<file path="config.mk">
export PLATFORM = sky130hd
export DESIGN_NAME = complex_mult
export DESIGN_NICKNAME = d
export VERILOG_FILES = /design/src/rtl/complex_mult.sv
export SDC_FILE = /design/constraint.sdc
export NUM_CORES = 2
export LEC_CHECK = 0
export ABC_AREA = 1
export CAP_MARGIN = 40
export CORE_MARGIN = 8
export CORE_UTILIZATION = 60
export DETAILED_ROUTE_END_ITERATION = 10
export HOLD_SLACK_MARGIN = 0.02
export PLACE_DENSITY_LB_ADDON = 0.1
export SYNTH_ARGS = -nofsm -noshare
export SYNTH_HDL_FRONTEND = slang
export SYNTH_SLANG_ARGS = --single-unit
</file>
<file path="constraint.sdc">
create_clock -name aclk -period 12.4 [get_ports aclk]
set_input_delay 2.48 -clock aclk [delete_from_list [all_inputs] [get_ports aclk]]
set_output_delay 2.48 -clock aclk [all_outputs]
set_load 0.005 [all_outputs]
</file>
<file path="src/rtl/complex_mult.sv">
// Pipelined fixed-point complex multiplier: dout = a * b on packed {im, re} operands,
// full-precision products, arithmetic right shift by SH, then per-component saturation.
module complex_mult #(
    parameter int OPERAND_WIDTH_A   = 16,
    parameter int OPERAND_WIDTH_B   = 16,
    parameter int OPERAND_WIDTH_OUT = 16,
    parameter int STAGES            = 6,
    parameter int BLOCKING          = 0,
    parameter int GROWTH_BITS       = 0
) (
    input  logic                           aclk,
    input  logic                           areset,
    input  logic [2*OPERAND_WIDTH_A-1:0]   s_axis_a_tdata,
    input  logic                           s_axis_a_tvalid,
    input  logic [2*OPERAND_WIDTH_B-1:0]   s_axis_b_tdata,
    input  logic                           s_axis_b_tvalid,
    output logic [2*OPERAND_WIDTH_OUT-1:0] m_axis_dout_tdata,
    output logic                           m_axis_dout_tvalid
);
    localparam int WA = OPERAND_WIDTH_A;
    localparam int WB = OPERAND_WIDTH_B;
    localparam int WO = OPERAND_WIDTH_OUT;
    localparam int MW = WA + WB;
    localparam int PW = WA + WB + 1;
    localparam int SH = WA + WB - WO + 1 + GROWTH_BITS;
    // Scaling width: wide enough for the sum and the saturation bounds, plus a sign bit.
    localparam int EW = ((PW > WO) ? PW : WO) + 1;

    localparam logic signed [EW-1:0] MAXV = {{(EW-WO+1){1'b0}}, {(WO-1){1'b1}}};
    localparam logic signed [EW-1:0] MINV = {{(EW-WO+1){1'b1}}, {(WO-1){1'b0}}};

    if (SH < 0) begin : g_bad_shift
        $error("complex_mult: negative output shift");
    end
    if (STAGES < 3) begin : g_bad_stages
        $error("complex_mult: STAGES must be at least 3");
    end

    logic accept;
    assign accept = s_axis_a_tvalid && (BLOCKING == 0 || s_axis_b_tvalid);

    logic [STAGES:0]          vld_q;
    logic signed [WA-1:0]     ar_q, ai_q;
    logic signed [WB-1:0]     br_q, bi_q;
    logic signed [MW-1:0]     p_rr_q, p_ii_q, p_ri_q, p_ir_q;
    logic signed [PW-1:0]     re_q [2:STAGES-1];
    logic signed [PW-1:0]     im_q [2:STAGES-1];
    logic [WO-1:0]            out_re_q, out_im_q;
    logic [WO-1:0]            re_sat_d, im_sat_d;

    function automatic logic [WO-1:0] scale(input logic signed [PW-1:0] x);
        logic signed [EW-1:0] xe;
        logic signed [EW-1:0] xs;
        xe = EW'(x);
        xs = xe >>> SH;
        if (xs > MAXV)      return MAXV[WO-1:0];
        else if (xs < MINV) return MINV[WO-1:0];
        else                return xs[WO-1:0];
    endfunction

    assign re_sat_d = scale(re_q[STAGES-1]);
    assign im_sat_d = scale(im_q[STAGES-1]);

    always_ff @(posedge aclk) begin
        if (areset) begin
            vld_q    <= '0;
            ar_q     <= '0;
            ai_q     <= '0;
            br_q     <= '0;
            bi_q     <= '0;
            p_rr_q   <= '0;
            p_ii_q   <= '0;
            p_ri_q   <= '0;
            p_ir_q   <= '0;
            for (int i = 2; i < STAGES; i++) begin
                re_q[i] <= '0;
                im_q[i] <= '0;
            end
            out_re_q <= '0;
            out_im_q <= '0;
        end else begin
            vld_q  <= {vld_q[STAGES-1:0], accept};
            ar_q   <= s_axis_a_tdata[WA-1:0];
            ai_q   <= s_axis_a_tdata[2*WA-1:WA];
            br_q   <= s_axis_b_tdata[WB-1:0];
            bi_q   <= s_axis_b_tdata[2*WB-1:WB];
            p_rr_q <= MW'(ar_q) * MW'(br_q);
            p_ii_q <= MW'(ai_q) * MW'(bi_q);
            p_ri_q <= MW'(ar_q) * MW'(bi_q);
            p_ir_q <= MW'(ai_q) * MW'(br_q);
            re_q[2] <= PW'(p_rr_q) - PW'(p_ii_q);
            im_q[2] <= PW'(p_ri_q) + PW'(p_ir_q);
            for (int i = 3; i < STAGES; i++) begin
                re_q[i] <= re_q[i-1];
                im_q[i] <= im_q[i-1];
            end
            // Output holds its last value between valid samples.
            if (vld_q[STAGES-1]) begin
                out_re_q <= re_sat_d;
                out_im_q <= im_sat_d;
            end
        end
    end

    assign m_axis_dout_tdata  = {out_im_q, out_re_q};
    assign m_axis_dout_tvalid = vld_q[STAGES];
endmodule

</file>
=== Word level (Yosys, flattened, before mapping) ===
Memories as Yosys holds them, arrays and structs flattened.
Index checks and enable logic that the tools add are counted.

* Bits in registers: 231
* Bits in writable memories: 264
* Bits of input ports: 68
* Output and inout port bits: 33
* Logic and storage cells: 46
* Memories: 2

{| class="wikitable"
|+ Memories
! memory !! depth !! width !! rd ports !! clocked after memory_dff !! write ports !! line !! RTL
|-
| im_q || 4 || 33 || 4 || 0 || 4 || 47 || <nowiki>logic signed [PW-1:0] im_q [2:STAGES-1];</nowiki>
|-
| re_q || 4 || 33 || 4 || 0 || 4 || 46 || <nowiki>logic signed [PW-1:0] re_q [2:STAGES-1];</nowiki>
|}

* Add/subtract/negate cells: 2
* Multiply operators: 4
* $lt $le $gt $ge: 4
* Multiplexer cells: 15
* Bitwise operators: 8

{| class="wikitable"
|+ Operators by type and width
! cell !! count
|-
| two-way mux 33 bit || 8
|-
| multiplier 16 x 16 -> 32 bit || 4
|-
| two-way mux 16 bit || 4
|-
| adder 32 x 32 -> 33 bit || 1
|-
| subtractor 32 x 32 -> 33 bit || 1
|-
| > comparator 16 bit, second input constant || 2
|-
| less-than comparator 16 bit, second input constant || 2
|-
| OR 1 bit || 8
|-
| two-way mux 1 bit || 3
|}

=== Logic depth before layout (Yosys ltp) ===
* Depth after elaboration: 3
* Mapped depth: 27
* Mapped depth without buffers: 26

=== Least setup slack after synthesis ===
No wires, ideal clock.

* Path kind: register -> register
* Start: register ar_q[15]
* End: register p_rr_q[25]
* Library setup time: 0.113 ns
* Data arrival time: 5.336 ns
* Data required time: 12.287 ns
* Slack: 6.951 ns
* Cell stages (with the launch flop): 22
* Buffers on the path: 1
* Clock period less this slack: 5.449 ns
* Cell sequence: dfxtp_1 -> clkbuf_1 -> nand2_1 -> inv_1 -> fa_1 -> fa_1 -> fa_1 -> fa_1 -> fa_1 -> inv_1 -> fa_1 -> inv_1 -> ha_1 -> nand2_1 -> nor2_1 -> nand2_1 -> nor3b_1 -> nand2_1 -> o211ai_1 -> nand2_1 -> nand2_1 -> nor2_1

* Longest elaborated chain between the ends: 1

{| class="wikitable"
|+ RTL lines
! what !! line !! RTL
|-
| start: declaration || 43 || <nowiki>logic signed [WA-1:0] ar_q, ai_q;</nowiki>
|-
| start signal: assignment || 83 || <nowiki>ar_q <= s_axis_a_tdata[WA-1:0];</nowiki>
|-
| multiplier 16 x 16 -> 32 bit || 87 || <nowiki>p_rr_q <= MW'(ar_q) * MW'(br_q);</nowiki>
|-
| end signal: assignment || 87 ||
|-
| end: declaration || 45 || <nowiki>logic signed [MW-1:0] p_rr_q, p_ii_q, p_ri_q, p_ir_q;</nowiki>
|}

No other way between the ends.
A chain may end at the register's enable or synchronous reset.

=== Final worst setup path ===
Same ends and word-level chain as after synthesis.

==> impl_results.md <==
- Gr usage total: 0.289
- Routability cong.: 0.929
- R2R cell count: 21
- Mean routed wirelength per cell: 17.0 um
- Hold Slack: ~400 ps
- Crit path max fanout: 17
- Post-synth top flop: dfxtp_1
- Largest net degree at the start of global routing: 82
- DRC errors left: 0
- I/O pin count: approximately 100
- Max Clock Skew: 32.7 ps
- Clock Sinks: between 300 and 400
- Detail Route Antenna Nets: 0
- Final wirelength: between 100000 and 150000 um
- Synth area leaders: fa_1 (38%), inv_1 (14%), dfxtp_1 (13%)
- Hold Path Sink: im_q[1][51]
- Outcome: finished clean
- Maximum vdd drop: about 0.00012 V
- Max Slew Vio Count: 0
- Worst hold stages: 2
- Clk slew on worst S/H paths: around 60 ps
- Dpl hpwl: between 100000 and 150000 um
- Yosys Warn Count: 0
- H-tree Lvls: 2
- Leak: 34.7 nW
- R2r endpoint: p_rr_q[25]
- Tmin final: 6960 ps
- Vias in the first global route: around 45000
- Avg Inst Size Synth: about 7.6 sq um
- CP Capture Type: flip-flop
- Most common cell in the synthesized netlist: inv_1
- Yosys top cell by area: fa_1
- Layout cells sized above 1: 0.0323
- Netlist Area Pre-Place: around 56000 sq um
- Worst Path Required: around 13000 ps
- CTS max path bufs: 3
- GRT overflow: 0
- Critical hold path startpoint: im_q[1][18]
- First-pass GRT wire length: about 240000 um
- CTS tree: yes
- Clk pwr share: 0.163
- Final setup TNS: 0 ps
- Vias per inst: ~5.2
- # nets final: 8806
- Hold crit path type: reg2reg
- Core area: between 90000 and 100000 sq um
- DR iter-0 viols: roughly 3600
- Setup bufs post-CTS: 0
- Clock latency on the worst-skew pair: 630 ps
- FF-to-FF Start: ar_q[15]
- Int Pwr: ~4 mW
- Final setup vio count: 0
- Net Sw Frac: 0.518
- Comb power frac: 0.656
- Die Ht: between 300 and 400 um
- Root buffer cell: clkbuf_16
- DP Worst Slack: approximately 5600 ps
- Setup CP Type: reg2reg
- Finished Core Util: 0.648
- CTS buffer count: 45
- Synthesized netlist cell count: ~7300
- Ratio of total power to cell area: approximately 140 nW/um^2
- Reg power frac: 0.181
- Library cells used by synthesis: 43
- Antenna violations before repair: 2
- Fraction of registers with async set/reset: 0
- Worst Tran Pin Value: 919 ps
- Syn Nets: approximately 8800
- Full die area: 103000 sq um
- Post-synth EDFFs: 0
- Post-cts gate resize count: 0
- Fin crit share: 0.561
- RSZ-0062 raised after global routing: false
- Net Sw Power: approximately 4.3 mW
- Area growth from synthesis to layout: 6.93%
- Initial core utilization: 0.606
- Arr. time, crit path: around 7500 ps
- Commonest cells post-synth: inv_1 (2081), nand2_1 (1670), fa_1 (1048)
- DR vias: roughly 45000
- # rows: around 110
- Max Freq: 144 MHz
- Final Hold Viols: 0
- Width of the die: between 300 and 400 um
- Worst R2R Setup Slack: 5440 ps
- # port buffers: 99
- MaxCap Viol Count: 0
- # hold bufs at CTS: 0
- Startpoint types: flip-flop
- Final worst slack: about 5400 ps
- #FFs+latches synth: roughly 360
- Rel. slew slack: 0.387
- Register area share after synthesis: 0.129
- Share of the synthesized area in the top cell type: 0.378
- Detailed Routing Iterations Pass 1: 6
per-layer routing:
metal,part of all wire,global-route usage
met5,0,0
met2,0.44,0.449
met3,0.090,0.0582
met1,0.44,0.409
met4,0.032,0.0866
how the worst max path moves through the flow:
stage              from          to  slack (ps)  depth (start not counted)
6_report       ar_q[15]  p_rr_q[25]        5440                         21
5_1_grt        ar_q[15]  p_rr_q[29]        5140                         20
4_1_cts        ar_q[15]  p_rr_q[25]        5580                         21
3_5_place_dp   ar_q[15]  p_rr_q[25]        5640                         21
3_3_place_gp   br_q[15]  p_ir_q[28]        5540                         20
2_1_floorplan  ar_q[15]  p_rr_q[25]        6950                         21
kinds of logic (layout without fill, tap and decap cells):
logic type	after synthesis	after routing	synth area share
AND/OR/NAND/NOR	2642	2642	0.189
XOR/XNOR	38	38	0.00599
buffers and inverters	2330	2331	0.158
adder cells (fa/ha/maj)	1438	1438	0.465
flip-flops	359	359	0.129
other	0	2	0
AO/OA/AOI/OAI	524	524	0.0526
state kept, by name (all words and copies together) (netlist names):
| signal | count |
|---|---|
| br_q | 16 |
| im_q | 64 |
| p_ir_q | 32 |
| out_re_q | 16 |
| re_q | 64 |
| p_ri_q | 32 |
| out_im_q | 16 |
| vld_q | 7 |
| bi_q | 16 |
| p_rr_q | 32 |
| p_ii_q | 32 |
| ai_q | 16 |
| ar_q | 16 |
power groups by stage:
stage | Combinational, mW | Sequential, mW | Clock, mW
floorplan | 3.78 | 1.47 | 0
global placement | 5.26 | 1.55 | 0
detailed placement | 5.34 | 1.53 | 0
CTS | 5.39 | 1.51 | 1.40
global route | 6.17 | 1.52 | 1.44
finish | 5.47 | 1.51 | 1.36
layout make-up:
class / instances / area (sq um)
inverters: 2092 / 7860
flip-flops and latches: 359 / 7210
clock buffers: 56 / 1240
repair buffers: 160 / 1680
multi-input cells: 4642 / 39600
diodes: 2 / 5.00
clock inverters: 23 / 318
well taps: 1186 / 1480
fillers: 8209 / 32300
cell usage in the layout, fill, tap and decap left out, drive strengths merged:
| master | netlist | layout |
|---|---|---|
| and2 | 6 | 6 |
| clkinvlp | 0 | 4 |
| diode | 0 | 2 |
| buf | 11 | 61 |
| fa | 1048 | 1048 |
| nand3b | 11 | 11 |
| nor2 | 681 | 681 |
| a21boi | 9 | 9 |
| inv | 2091 | 2097 |
| dfxtp | 359 | 359 |
| o211ai | 5 | 5 |
| xnor2 | 21 | 21 |
| nand3 | 157 | 157 |
| a21oi | 260 | 260 |
| nand2 | 1685 | 1685 |
| nand2b | 3 | 3 |
| xor2 | 17 | 17 |
| a31oi | 6 | 6 |
| o21ai | 172 | 172 |
| nor4 | 2 | 2 |
| nor3b | 2 | 2 |
| clkinv | 1 | 10 |
| and3 | 6 | 6 |
| o21bai | 25 | 25 |
| clkbuf | 227 | 57 |
| clkdlybuf4s50 | 0 | 98 |
| a21o | 17 | 17 |
| o21a | 30 | 30 |
| bufinv | 0 | 4 |
| or2 | 5 | 5 |
| ha | 390 | 390 |
| nand4 | 31 | 31 |
| nor3 | 53 | 53 |
through the flow:
| stage | std cells | power, mW | cell area (sq um) |
|---|---|---|---|
| global route | 8518 | 9.14 | 59400 |
| global placement | 8423 | 6.81 | 57500 |
| detailed placement | 8439 | 6.88 | 57800 |
| CTS | 8518 | 8.29 | 59400 |
| finish | 8520 | 8.33 | 59400 |
| floorplan | 7331 | 5.25 | 55600 |
worst max-delay path, stage by stage, from the launching register on:
cell	delay, ps
dfxtp_1	820
buf_4	390
nand2_1	130
inv_1	190
fa_1	550
fa_1	920
fa_1	540
fa_1	520
fa_1	510
inv_1	50
fa_1	490
inv_1	40
ha_1	420
nand2_1	150
nor2_1	280
nand2_1	130
nor3b_1	180
nand2_1	80
o211ai_1	160
nand2_1	90
nand2_1	70
nor2_1	60
No activity file was read; power rests on OpenSTA's default activity.
